==> src/rtl/pbit_sample_decoder.sv <==
// Burn-in, per-bit ones-count accumulation and majority decode of p-bit adder outputs.
// Optional `PBIT_CONSISTENCY_EN adds err_cnt, counting samples where {overflow,sum_out} != a_out+b_out.
module pbit_sample_decoder #(
   parameter int WIDTH = 4,
   parameter int CNT_W = 10
) (
   input  logic             clk,
   input  logic             reset,
   input  logic             start,
   input  logic [CNT_W-1:0] steps,
   input  logic [CNT_W-1:0] burn_in,
   input  logic [WIDTH-1:0] a_out,
   input  logic [WIDTH-1:0] b_out,
   input  logic [WIDTH-1:0] sum_out,
   input  logic             overflow,
   output logic             busy,
   output logic             done,
   output logic [WIDTH-1:0] res_a,
   output logic [WIDTH-1:0] res_b,
   output logic [WIDTH-1:0] res_sum,
   output logic             res_ovf
`ifdef PBIT_CONSISTENCY_EN
   ,
   output logic [CNT_W-1:0] err_cnt
`endif
);

   typedef enum logic [2:0] {S_IDLE, S_SETTLE, S_ACCUM, S_FINISH, S_DONE} state_t;

   localparam logic [CNT_W-1:0] ONE = CNT_W'(1);

   state_t           state;
   logic [CNT_W-1:0] steps_q;
   logic [CNT_W-1:0] burn_q;
   logic [CNT_W-1:0] burn_cnt;
   logic [CNT_W-1:0] sample_cnt;
   logic [CNT_W-1:0] burn_nxt;
   logic [CNT_W-1:0] sample_nxt;
   logic [CNT_W-1:0] cnt_a [WIDTH];
   logic [CNT_W-1:0] cnt_b [WIDTH];
   logic [CNT_W-1:0] cnt_s [WIDTH];
   logic [CNT_W-1:0] cnt_o;

   assign burn_nxt   = burn_cnt + ONE;
   assign sample_nxt = sample_cnt + ONE;

   function automatic logic [CNT_W-1:0] bit_ext(input logic b);
      return {{(CNT_W-1){1'b0}}, b};
   endfunction

   // Strict majority at CNT_W+1 bits: ties and the empty run decode to 0.
   function automatic logic majority(input logic [CNT_W-1:0] cnt, input logic [CNT_W-1:0] n);
      return {cnt, 1'b0} > {1'b0, n};
   endfunction

`ifdef PBIT_CONSISTENCY_EN
   logic [WIDTH:0] exp_sum;
   logic           sample_bad;
   assign exp_sum    = {1'b0, a_out} + {1'b0, b_out};
   assign sample_bad = ({overflow, sum_out} != exp_sum);
`endif

   always_ff @(posedge clk or negedge reset) begin
      if (!reset) begin
         state      <= S_IDLE;
         steps_q    <= '0;
         burn_q     <= '0;
         burn_cnt   <= '0;
         sample_cnt <= '0;
         cnt_o      <= '0;
         busy       <= 1'b0;
         done       <= 1'b0;
         res_a      <= '0;
         res_b      <= '0;
         res_sum    <= '0;
         res_ovf    <= 1'b0;
         for (int i = 0; i < WIDTH; i++) begin
            cnt_a[i] <= '0;
            cnt_b[i] <= '0;
            cnt_s[i] <= '0;
         end
`ifdef PBIT_CONSISTENCY_EN
         err_cnt    <= '0;
`endif
      end else begin
         case (state)
            S_IDLE, S_DONE: begin
               if (start) begin
                  steps_q    <= steps;
                  burn_q     <= burn_in;
                  burn_cnt   <= '0;
                  sample_cnt <= '0;
                  cnt_o      <= '0;
                  for (int i = 0; i < WIDTH; i++) begin
                     cnt_a[i] <= '0;
                     cnt_b[i] <= '0;
                     cnt_s[i] <= '0;
                  end
`ifdef PBIT_CONSISTENCY_EN
                  err_cnt    <= '0;
`endif
                  done <= 1'b0;
                  busy <= 1'b1;
                  if (steps == '0)
                     state <= S_FINISH;
                  else if (burn_in != '0)
                     state <= S_SETTLE;
                  else
                     state <= S_ACCUM;
               end
            end
            S_SETTLE: begin
               burn_cnt <= burn_nxt;
               if (burn_nxt == burn_q)
                  state <= S_ACCUM;
            end
            S_ACCUM: begin
               for (int i = 0; i < WIDTH; i++) begin
                  cnt_a[i] <= cnt_a[i] + bit_ext(a_out[i]);
                  cnt_b[i] <= cnt_b[i] + bit_ext(b_out[i]);
                  cnt_s[i] <= cnt_s[i] + bit_ext(sum_out[i]);
               end
               cnt_o <= cnt_o + bit_ext(overflow);
`ifdef PBIT_CONSISTENCY_EN
               err_cnt <= err_cnt + bit_ext(sample_bad);
`endif
               sample_cnt <= sample_nxt;
               if (sample_nxt == steps_q)
                  state <= S_FINISH;
            end
            S_FINISH: begin
               for (int i = 0; i < WIDTH; i++) begin
                  res_a[i]   <= majority(cnt_a[i], steps_q);
                  res_b[i]   <= majority(cnt_b[i], steps_q);
                  res_sum[i] <= majority(cnt_s[i], steps_q);
               end
               res_ovf <= majority(cnt_o, steps_q);
               done    <= 1'b1;
               busy    <= 1'b0;
               state   <= S_DONE;
            end
            default: begin
               busy  <= 1'b0;
               state <= S_IDLE;
            end
         endcase
      end
   end

endmodule
==> config.mk <==
export PLATFORM = sky130hd
export DESIGN_NAME = pbit_sample_decoder
export DESIGN_NICKNAME = d
export VERILOG_FILES = /design/src/rtl/pbit_sample_decoder.sv
export SDC_FILE = /design/constraint.sdc
export NUM_CORES = 1
export LEC_CHECK = 0
export ABC_AREA = 1
export CAP_MARGIN = 20
export CORE_ASPECT_RATIO = 0.7
export CORE_MARGIN = 3
export CORE_UTILIZATION = 35
export DETAILED_ROUTE_END_ITERATION = 16
export GPL_TIMING_DRIVEN = 0
export PLACE_DENSITY = 0.52
export SYNTH_ARGS = -nofsm -noshare
export SYNTH_HDL_FRONTEND = slang
export SYNTH_SLANG_ARGS = --single-unit
==> constraint.sdc <==
create_clock -name clk -period 1.6 [get_ports clk]
set_input_delay 0.24 -clock clk [delete_from_list [all_inputs] [get_ports clk]]
set_output_delay 0.24 -clock clk [all_outputs]
set_load 0.1 [all_outputs]
# Word level (Yosys, flattened, before mapping)
# Cells that the tools add are included.
[classes]
addsub = 15
mul = 0
div_mod_pow = 0
order_cmp = 13
n_eq_ne = 9
shifts = 0
mux = 18
n_bitwise = 1
n_reduce_logical = 14
[ops]
columns = ["operator", "count"]
rows = [
  ["$pmux W40 S2", 3],
  ["$gt A11 B10 Y1", 13],
  ["$add A10 B1 Y10", 13],
  ["$pmux W10 S2", 3],
  ["$mux W40", 1],
  ["$add A10 B1 Y10 const B", 2],
  ["$eq A10 B10 Y1", 2],
  ["$pmux W3 S4", 1],
  ["$logic_not A10 Y1", 1],
  ["$mux W10", 1],
  ["$reduce_and A2 Y1", 5],
  ["$reduce_bool A10 Y1", 1],
  ["$mux W3", 3],
  ["$eq A3 B2 Y1 const B", 2],
  ["$ne A2 B2 Y1 const B", 3],
  ["$reduce_bool A2 Y1", 3],
  ["$mux W2", 2],
  ["$pmux W1 S2", 2],
  ["$reduce_or A2 Y1", 2],
  ["$eq A3 B1 Y1 const B", 1],
  ["$eq A3 B3 Y1 const B", 1],
  ["$logic_not A3 Y1", 1],
  ["$reduce_and A3 Y1", 1],
  ["$mux W1", 2],
  ["$not A1 Y1", 1],
]
[totals]
regBits = 188
latchBits = 0
ramBits = 0
mem_bits_ro = 0
inputBits = 36
out_inout_bits = 15
elab_cells = 94
memories = 0

# Depth between registers and ports, before layout
# Gate-level depths: netlist of run 1.
[depth]
depth_word = 5
mapped_depth = 15
mapped_depth_nobuf = 15

# Least setup slack after synthesis of run 1
# No wires, ideal clock.
[synth_timing]
path_kind = "flip-flop to flip-flop"
start = "register steps_q[9]"
end = "register res_b[2]"
setup_ps = 122
t_arrival_ps = 1653
required_time_ps = 1478
setup_slack_ps = -175
stages_incl_launch_ff = 6
cell_sequence = "dfrtp_1 > inv_1 > ha_1 > a2111oi_0 > o311ai_0 > a22o_1"
[synth_via]
elab_chain_cells = 1
[synth_rtl]
columns = ["item", "line_no", "source"]
rows = [
  ["start: declaration", "33", "logic [CNT_W-1:0] steps_q;"],
  ["start signal: assignment", "89", "steps_q <= steps;"],
  ["$gt A11 B10 Y1", "53", "return {cnt, 1'b0} > {1'b0, n};"],
  ["end signal: indexed assignment", "134", "res_b[i] <= majority(cnt_b[i], steps_q);"],
  ["end: declaration", "19", "output logic [WIDTH-1:0] res_b,"],
]
# No other way between the ends.
# A chain may end at the register's enable or synchronous reset.

# Worst setup path after layout of run 1
[layout_timing]
start = "register steps_q[4]"
end = "register res_sum[2]"
[layout_via]
elab_chain_cells = 1
[layout_rtl]
columns = ["item", "line_no", "source"]
rows = [
  ["$gt A11 B10 Y1", "53", ""],
  ["end signal: indexed assignment", "135", "res_sum[i] <= majority(cnt_s[i], steps_q);"],
  ["end: declaration", "20", "output logic [WIDTH-1:0] res_sum,"],
]
# No other way between the ends.

==> impl_metrics.env, run 1 <==
export IMPL_synth_cell_types=42
export IMPL_crit_chain="clkinvlp_4 > buf_12 > buf_12 > ha_1 > a21oi_1 > or2_2 > a21oi_2 > o22ai_1 > a21oi_1"
export IMPL_synth_mux_area_frac=0.00257
export IMPL_violations="setup timing"
export IMPL_die_x_um=229
export IMPL_clock_latency_ns=0.47
export IMPL_syn_num_nets=1714
export IMPL_cpPeakStageDelay_ns=0.40
export IMPL_synthCells=1533
export IMPL_setup_violations=151
export IMPL_max_freq_ghz=0.508
export IMPL_yosys_warnings=0
export IMPL_ant_nets=0
export IMPL_hold_path_class="in2reg"
export IMPL_hold_end="burn_q[2]"
export IMPL_p_leak_nw=8.84
export IMPL_max_slew_worst_pin_slew_ns=0.798
export IMPL_path_max_fanout=10
export IMPL_cts_root_buffer="clkbuf_16"
export IMPL_reg2reg_slack_ns=-0.37
export IMPL_skew_ns=0.0116
export IMPL_grt_use_met1=0.349
export IMPL_async_flop_share=1.00
export IMPL_synthSimpleGateAreaFrac=0.218
export IMPL_synthesis_area_um2=12200
export IMPL_cellPowerDensity_nw_per_um2=1610
export IMPL_synthXorXnorAreaFrac=0.00216
export IMPL_hold_viol_final=0
export IMPL_synth_edf_count=0
export IMPL_pre_cts_ws_ns=-1.24
export IMPL_drive_gt1_frac=0.348
export IMPL_endpoint_kind="register"
export IMPL_antenna_found_initial=2
export IMPL_yosys_area_share_adder=0.149
export IMPL_whs_path_depth=3
export IMPL_grt_pass1_vias=11100
export IMPL_rsz0062_at_grt="true"
export IMPL_clk_pin_slew_ns=0.08
export IMPL_syn_area_per_cell_um2=7.95
export IMPL_synth_top_family_by_area="simple AND/OR/NAND/NOR gates"
export IMPL_via_count=12200
export IMPL_nNetsFinal=1960
export IMPL_globalRouteMet3Util=0.0479
export IMPL_cp_slowest_cell="dfrtp_1"
export IMPL_arrival_ns=2.35
export IMPL_die_y_um=162
export IMPL_dp_hpwl_um=26800
export IMPL_fin_ws_ns=-0.369
export IMPL_r2r_cells=9
export IMPL_via_per_inst=5.40
export IMPL_routed_wirelength_um=47600
export IMPL_stdcell_count=2256
export IMPL_outcome="finished, violations left"
export IMPL_synth_ff_type="dfrtp_1"
export IMPL_numPortBuffers=50
export IMPL_r2r_start="steps_q[4]"
export IMPL_path_buf_inv=3
export IMPL_maxCapViolations=0
export IMPL_grt_overflow_total=0
export IMPL_track_usage=0.230
export IMPL_synth_compound_area_frac=0.162
export IMPL_slew_violations=0
export IMPL_place_inst=2050
export IMPL_cts_buffers=17
export IMPL_ir_drop_mv=1.01
export IMPL_crit_family="buffers and inverters"
export IMPL_core_um2=33900
export IMPL_clkSinkCount=188
export IMPL_max_slew_margin_rel=0.468
export IMPL_cts_path_max_buffers=2
export IMPL_crit_type="reg2reg"
export IMPL_hp_start="burn_in[2]"
export IMPL_fin_setup_tns_ns=-20.04
export IMPL_start_util=0.359
export IMPL_fp_row_count=56
export IMPL_grt_busiest_layer="met1"
export IMPL_start_kind="register"
export IMPL_n_antenna_cell=0
export IMPL_cts_tree="yes"
export IMPL_drc=0
export IMPL_synth_seq_cells=188
export IMPL_die_area_um2=37100
export IMPL_reg2reg_to="res_sum[2]"
export IMPL_grt_max_degree=100
export IMPL_period_share=1.23
export IMPL_met2_usage=0.328
export IMPL_synth_seq_area_share=0.386
export IMPL_routedWlPerCell_um=21.1
export IMPL_area_growth_synth_to_final_pct=52.7
export IMPL_grt_pass1_wl_um=64600
export IMPL_htree_levels=4
export IMPL_design_portCount=51
export IMPL_worstPathRequired_ns=1.99
export IMPL_period_needed_ns=1.97
export IMPL_drtIter0Drc=855
export IMPL_firstDrtPassIters=5
export IMPL_gp_congestion=0.833
-- metal layers --
metal | vias up | routed length (um) | part of all wire
met5 | - | 13 | 0.00027
met3 | 72 | 4010 | 0.084
li1 | 5776 | - | -
met4 | 2 | 1160 | 0.024
met1 | 5948 | 22700 | 0.48
met2 | 387 | 19800 | 0.41
-- cells in the mapped netlist (all sizes together) (5+ instances only) --
library cell | instances | area, um^2
nor2 | 119 | 449
nor3b | 14 | 105
nand3 | 102 | 510
a31oi | 6 | 37.5
o22ai | 37 | 231
nand3b | 5 | 37.5
clkbuf | 19 | 71.3
o31ai | 15 | 113
a211oi | 5 | 37.5
nor3 | 15 | 86.3
a21oi | 66 | 330
inv | 220 | 826
a21boi | 6 | 45.0
a32o | 15 | 150
a22o | 26 | 228
or2 | 11 | 68.8
buf | 17 | 80.1
dfrtp | 188 | 4700
ha | 145 | 1810
nand2 | 311 | 1170
o21ai | 124 | 621
nand4 | 32 | 200
-- placed cells by master, fill, tap and decap left out, drive strengths merged, types with 2 or more instances in the layout --
cell	synthesis	layout
nor3b	14	14
inv	220	220
a22o	26	26
o22ai	37	37
nor3	15	15
nor4	4	4
nand4	32	32
o211ai	4	4
nand3	102	102
xnor2	2	2
a31oi	6	6
clkinvlp	0	11
clkbuf	19	41
a21boi	6	6
o31ai	15	15
dfrtp	188	188
or2	11	11
a2111oi	4	4
a21o	4	4
mux2i	2	2
nand2	311	311
a21oi	66	66
clkinv	2	5
nand3b	5	5
o21ai	124	124
o32ai	4	4
buf	17	204
a32o	15	15
nor2	119	119
ha	145	145
clkdlybuf4s50	0	34
a211oi	5	5
-- registers in the layout, indices dropped and copies added, names as in the netlist, 10 cells and up --
register    count
burn_cnt       10
burn_q         10
cnt_a          40
cnt_b          40
cnt_o          10
cnt_s          40
sample_cnt     10
steps_q        10
-- worst max-delay path by stage --
stage / from / to / slack [ns] / depth (start not counted)
after detailed placement: start / cnt_s[28] / -1.24 / 7
after global routing: steps_q[4] / res_sum[2] / -0.48 / 9
after CTS: steps_q[3] / res_sum[2] / -0.34 / 10
after floorplan: steps_q[2] / res_b[0] / -0.13 / 10
final: steps_q[4] / res_sum[2] / -0.37 / 9
after global placement: reset / cnt_b[6] / -8.42 / 1
-- power by group --
group	leakage (nW)	internal, mW	switching (mW)	total [mW]
logic	6.00	8.36	10.6	19.0
clock network	0.280	2.21	2.25	4.46
registers	2.55	5.56	0.978	6.54
total	8.84	16.1	13.9	30.0
-- worst register-to-register path, stage by stage (launching register included) --
cell and delay, ns:
dfrtp_1 0.40, clkinvlp_4 0.13, buf_12 0.17, buf_12 0.16
ha_1 0.30, a21oi_1 0.06, or2_2 0.27, a21oi_2 0.12
o22ai_1 0.09, a21oi_1 0.18
-- cells by family (layout without fill, tap and decap cells) --
kind of cell               Yosys count  after routing
muxes                                3              3
DFF                                188            188
adders and majority gates          145            145
and+or+nand+nor                    614            614
AOI/OAI and AO/OA                  322            322
buffers and inverters              258            517
xor gates and xnor gates             3              3
-- what timing repair did --
item	in CTS	in global routing
cloned	1	23
setup buffers	89	69
setup endpoints to repair	203	163
hold endpoints to repair	98	0
pin swaps	53	155
hold buffers	1	0
resized for setup	408	446
-- final cells by class --
type / instances / area (um^2)
inverters: 222 / 898
clock inverters: 15 / 151
clock buffers: 17 / 425
flip-flops and latches: 188 / 4710
plain buffers: 36 / 639
multi-input cells: 1087 / 8620
fillers: 2947 / 15300
repair buffers: 227 / 2590
well taps: 464 / 581
-- stage by stage --
stage	cell area, um^2	power (mW)	utilization	hold slack [ns]
final	18600	30.0	0.549	0.335
after global routing	18600	31.5	0.549	0.357
after CTS	15900	25.2	0.469	0.326
after detailed placement	13400	17.1	0.395	0.361
after global placement	13300	16.8	0.393	0.463
after floorplan	12200	12.9	-	-0.0556
(Power assumes the default switching activity.)
==> run 2, diff against run 1 <==
--- a/config.mk
+++ b/config.mk
@@ -11,8 +11,8 @@
 export CORE_MARGIN = 3
 export CORE_UTILIZATION = 35
 export DETAILED_ROUTE_END_ITERATION = 16
-export GPL_TIMING_DRIVEN = 0
 export PLACE_DENSITY = 0.52
+export SLEW_MARGIN = 20
 export SYNTH_ARGS = -nofsm -noshare
 export SYNTH_HDL_FRONTEND = slang
 export SYNTH_SLANG_ARGS = --single-unit
==> impl_metrics.env, run 2 (synthesized netlist as in run 1, its figures left out) <==
export IMPL_outcome="finished, violations left"
export IMPL_violations="setup timing"
export IMPL_dp_hpwl_um=26200
export IMPL_endpoint_kind="register"
export IMPL_pre_cts_ws_ns=-0.506
export IMPL_period_share=1.21
export IMPL_rsz0062_at_grt="true"
export IMPL_slew_violations=0
export IMPL_power_mw=31.4
export IMPL_crit_family="compound AO/OA/AOI/OAI gates"
export IMPL_gp_congestion=0.830
export IMPL_crit_type="reg2reg"
export IMPL_track_usage=0.216
export IMPL_hold_path_class="in2async"
export IMPL_crit_chain="clkinvlp_4 > buf_6 > ha_4 > a2111oi_4 > buf_4 > o311ai_4 > a22o_1"
export IMPL_fp_row_count=56
export IMPL_cellPowerDensity_nw_per_um2=1560
export IMPL_die_x_um=229
export IMPL_arrival_ns=2.29
export IMPL_cp_slowest_cell="dfrtp_1"
export IMPL_area_growth_synth_to_final_pct=65.1
export IMPL_clk_pin_slew_ns=0.08
export IMPL_mostFrequentLayoutCell="nand2_1"
export IMPL_numPortBuffers=50
export IMPL_core_um2=33900
export IMPL_reg2reg_slack_ns=-0.34
export IMPL_ir_drop_mv=0.956
export IMPL_max_slew_margin_rel=0.740
export IMPL_antenna_found_initial=0
export IMPL_p_leak_nw=9.46
export IMPL_clock_latency_ns=0.46
export IMPL_via_count=12400
export IMPL_grt_overflow_total=0
export IMPL_reg2reg_to="res_b[2]"
export IMPL_cts_tree="yes"
export IMPL_worstPathRequired_ns=1.95
export IMPL_drtIter0Drc=727
export IMPL_r2r_cells=7
export IMPL_die_area_um2=37100
export IMPL_nNetsFinal=2083
export IMPL_cts_buffers=17
export IMPL_post_route_util=0.594
export IMPL_grt_pass1_wl_um=63000
export IMPL_grt_max_degree=43
export IMPL_max_freq_ghz=0.517
export IMPL_design_portCount=51
export IMPL_start_util=0.359
export IMPL_firstDrtPassIters=7
export IMPL_r2r_start="steps_q[9]"
export IMPL_drive_gt1_frac=0.417
export IMPL_cts_path_max_buffers=2
export IMPL_n_antenna_cell=0
export IMPL_ant_nets=0
export IMPL_setup_violations=124
export IMPL_drc=0
export IMPL_skew_ns=0.0122
export IMPL_clkSinkCount=188
export IMPL_layout_common_cells="252 x nand2_1, 230 x buf_4, 186 x inv_1, 186 x dfrtp_1, 76 x ha_1"
export IMPL_grt_pass1_vias=11800
export IMPL_via_per_inst=5.20
export IMPL_path_max_fanout=5
export IMPL_routed_wirelength_um=44900
export IMPL_hold_viol_final=0
export IMPL_max_slew_worst_pin_slew_ns=0.390
export IMPL_cts_root_buffer="clkbuf_16"
export IMPL_top_regs="cnt_a x40, cnt_b x40, cnt_s x40"
export IMPL_fin_ws_ns=-0.335
export IMPL_htree_levels=4
export IMPL_path_buf_inv=3
export IMPL_cpPeakStageDelay_ns=0.39
export IMPL_die_y_um=162
export IMPL_routedWlPerCell_um=18.9
export IMPL_start_kind="register"
export IMPL_period_needed_ns=1.94
export IMPL_maxCapViolations=0
-- run 2: power by group --
part	leakage, nW	switching [mW]	total [mW]	internal (mW)
clock network	0.310	2.06	4.87	2.81
registers	2.56	0.917	6.47	5.55
logic	6.59	10.6	20.1	9.45
-- run 2: worst max path at each step --
stage                       start   endpoint  slack [ns]  cells past startpoint
finish                 steps_q[9]   res_b[2]       -0.34                      7
global route        sample_cnt[1]   state[2]       -0.45                     14
CTS                    steps_q[8]   res_b[2]       -0.35                      9
detailed placement     sum_out[3]   cnt_s[8]       -0.51                     12
global placement         b_out[0]  cnt_b[39]       -0.47                      9
floorplan              steps_q[2]   res_b[0]       -0.13                     10
-- run 2: cell type report --
type                            count  area [um^2]
Multi-Input combinational cell   1087         9150
Fill cell                        2885        13800
Timing Repair Buffer              386         4180
Clock inverter                     12          194
Tap cell                          464          581
Inverter                          222          873
Sequential cell                   188         4710
Clock buffer                       20          447
-- run 2: what timing repair did --
action                                 4_1_cts  5_1_grt
gates resized for setup                    253      487
hold buffers                                 1        0
setup endpoints to repair                  135      163
setup buffers                               59       60
endpoints found under the hold margin       24        0
pin swaps                                   99      216
cloned                                       5       17
-- run 2: per-layer routing --
metal  track usage  wire length [um]  vias up
met5             0                 0        -
met4        0.0530              1360        0
met3        0.0382              2300       88
met2         0.345             20200      259
met1         0.305             21000     6025
li1              -                 -     6004
-- run 2: through the flow --
stage	std cells	TNS, ns	hold WS (ns)	instance area (um^2)
final	2379	-12.78	0.277	20100
after global placement	2223	-27.34	0.190	15100
after detailed placement	2223	-31.87	0.188	15100
after CTS	2318	-5.48	0.257	17400
after floorplan	1533	-1.67	-0.0556	12200
after global routing	2379	-22.09	0.290	20100
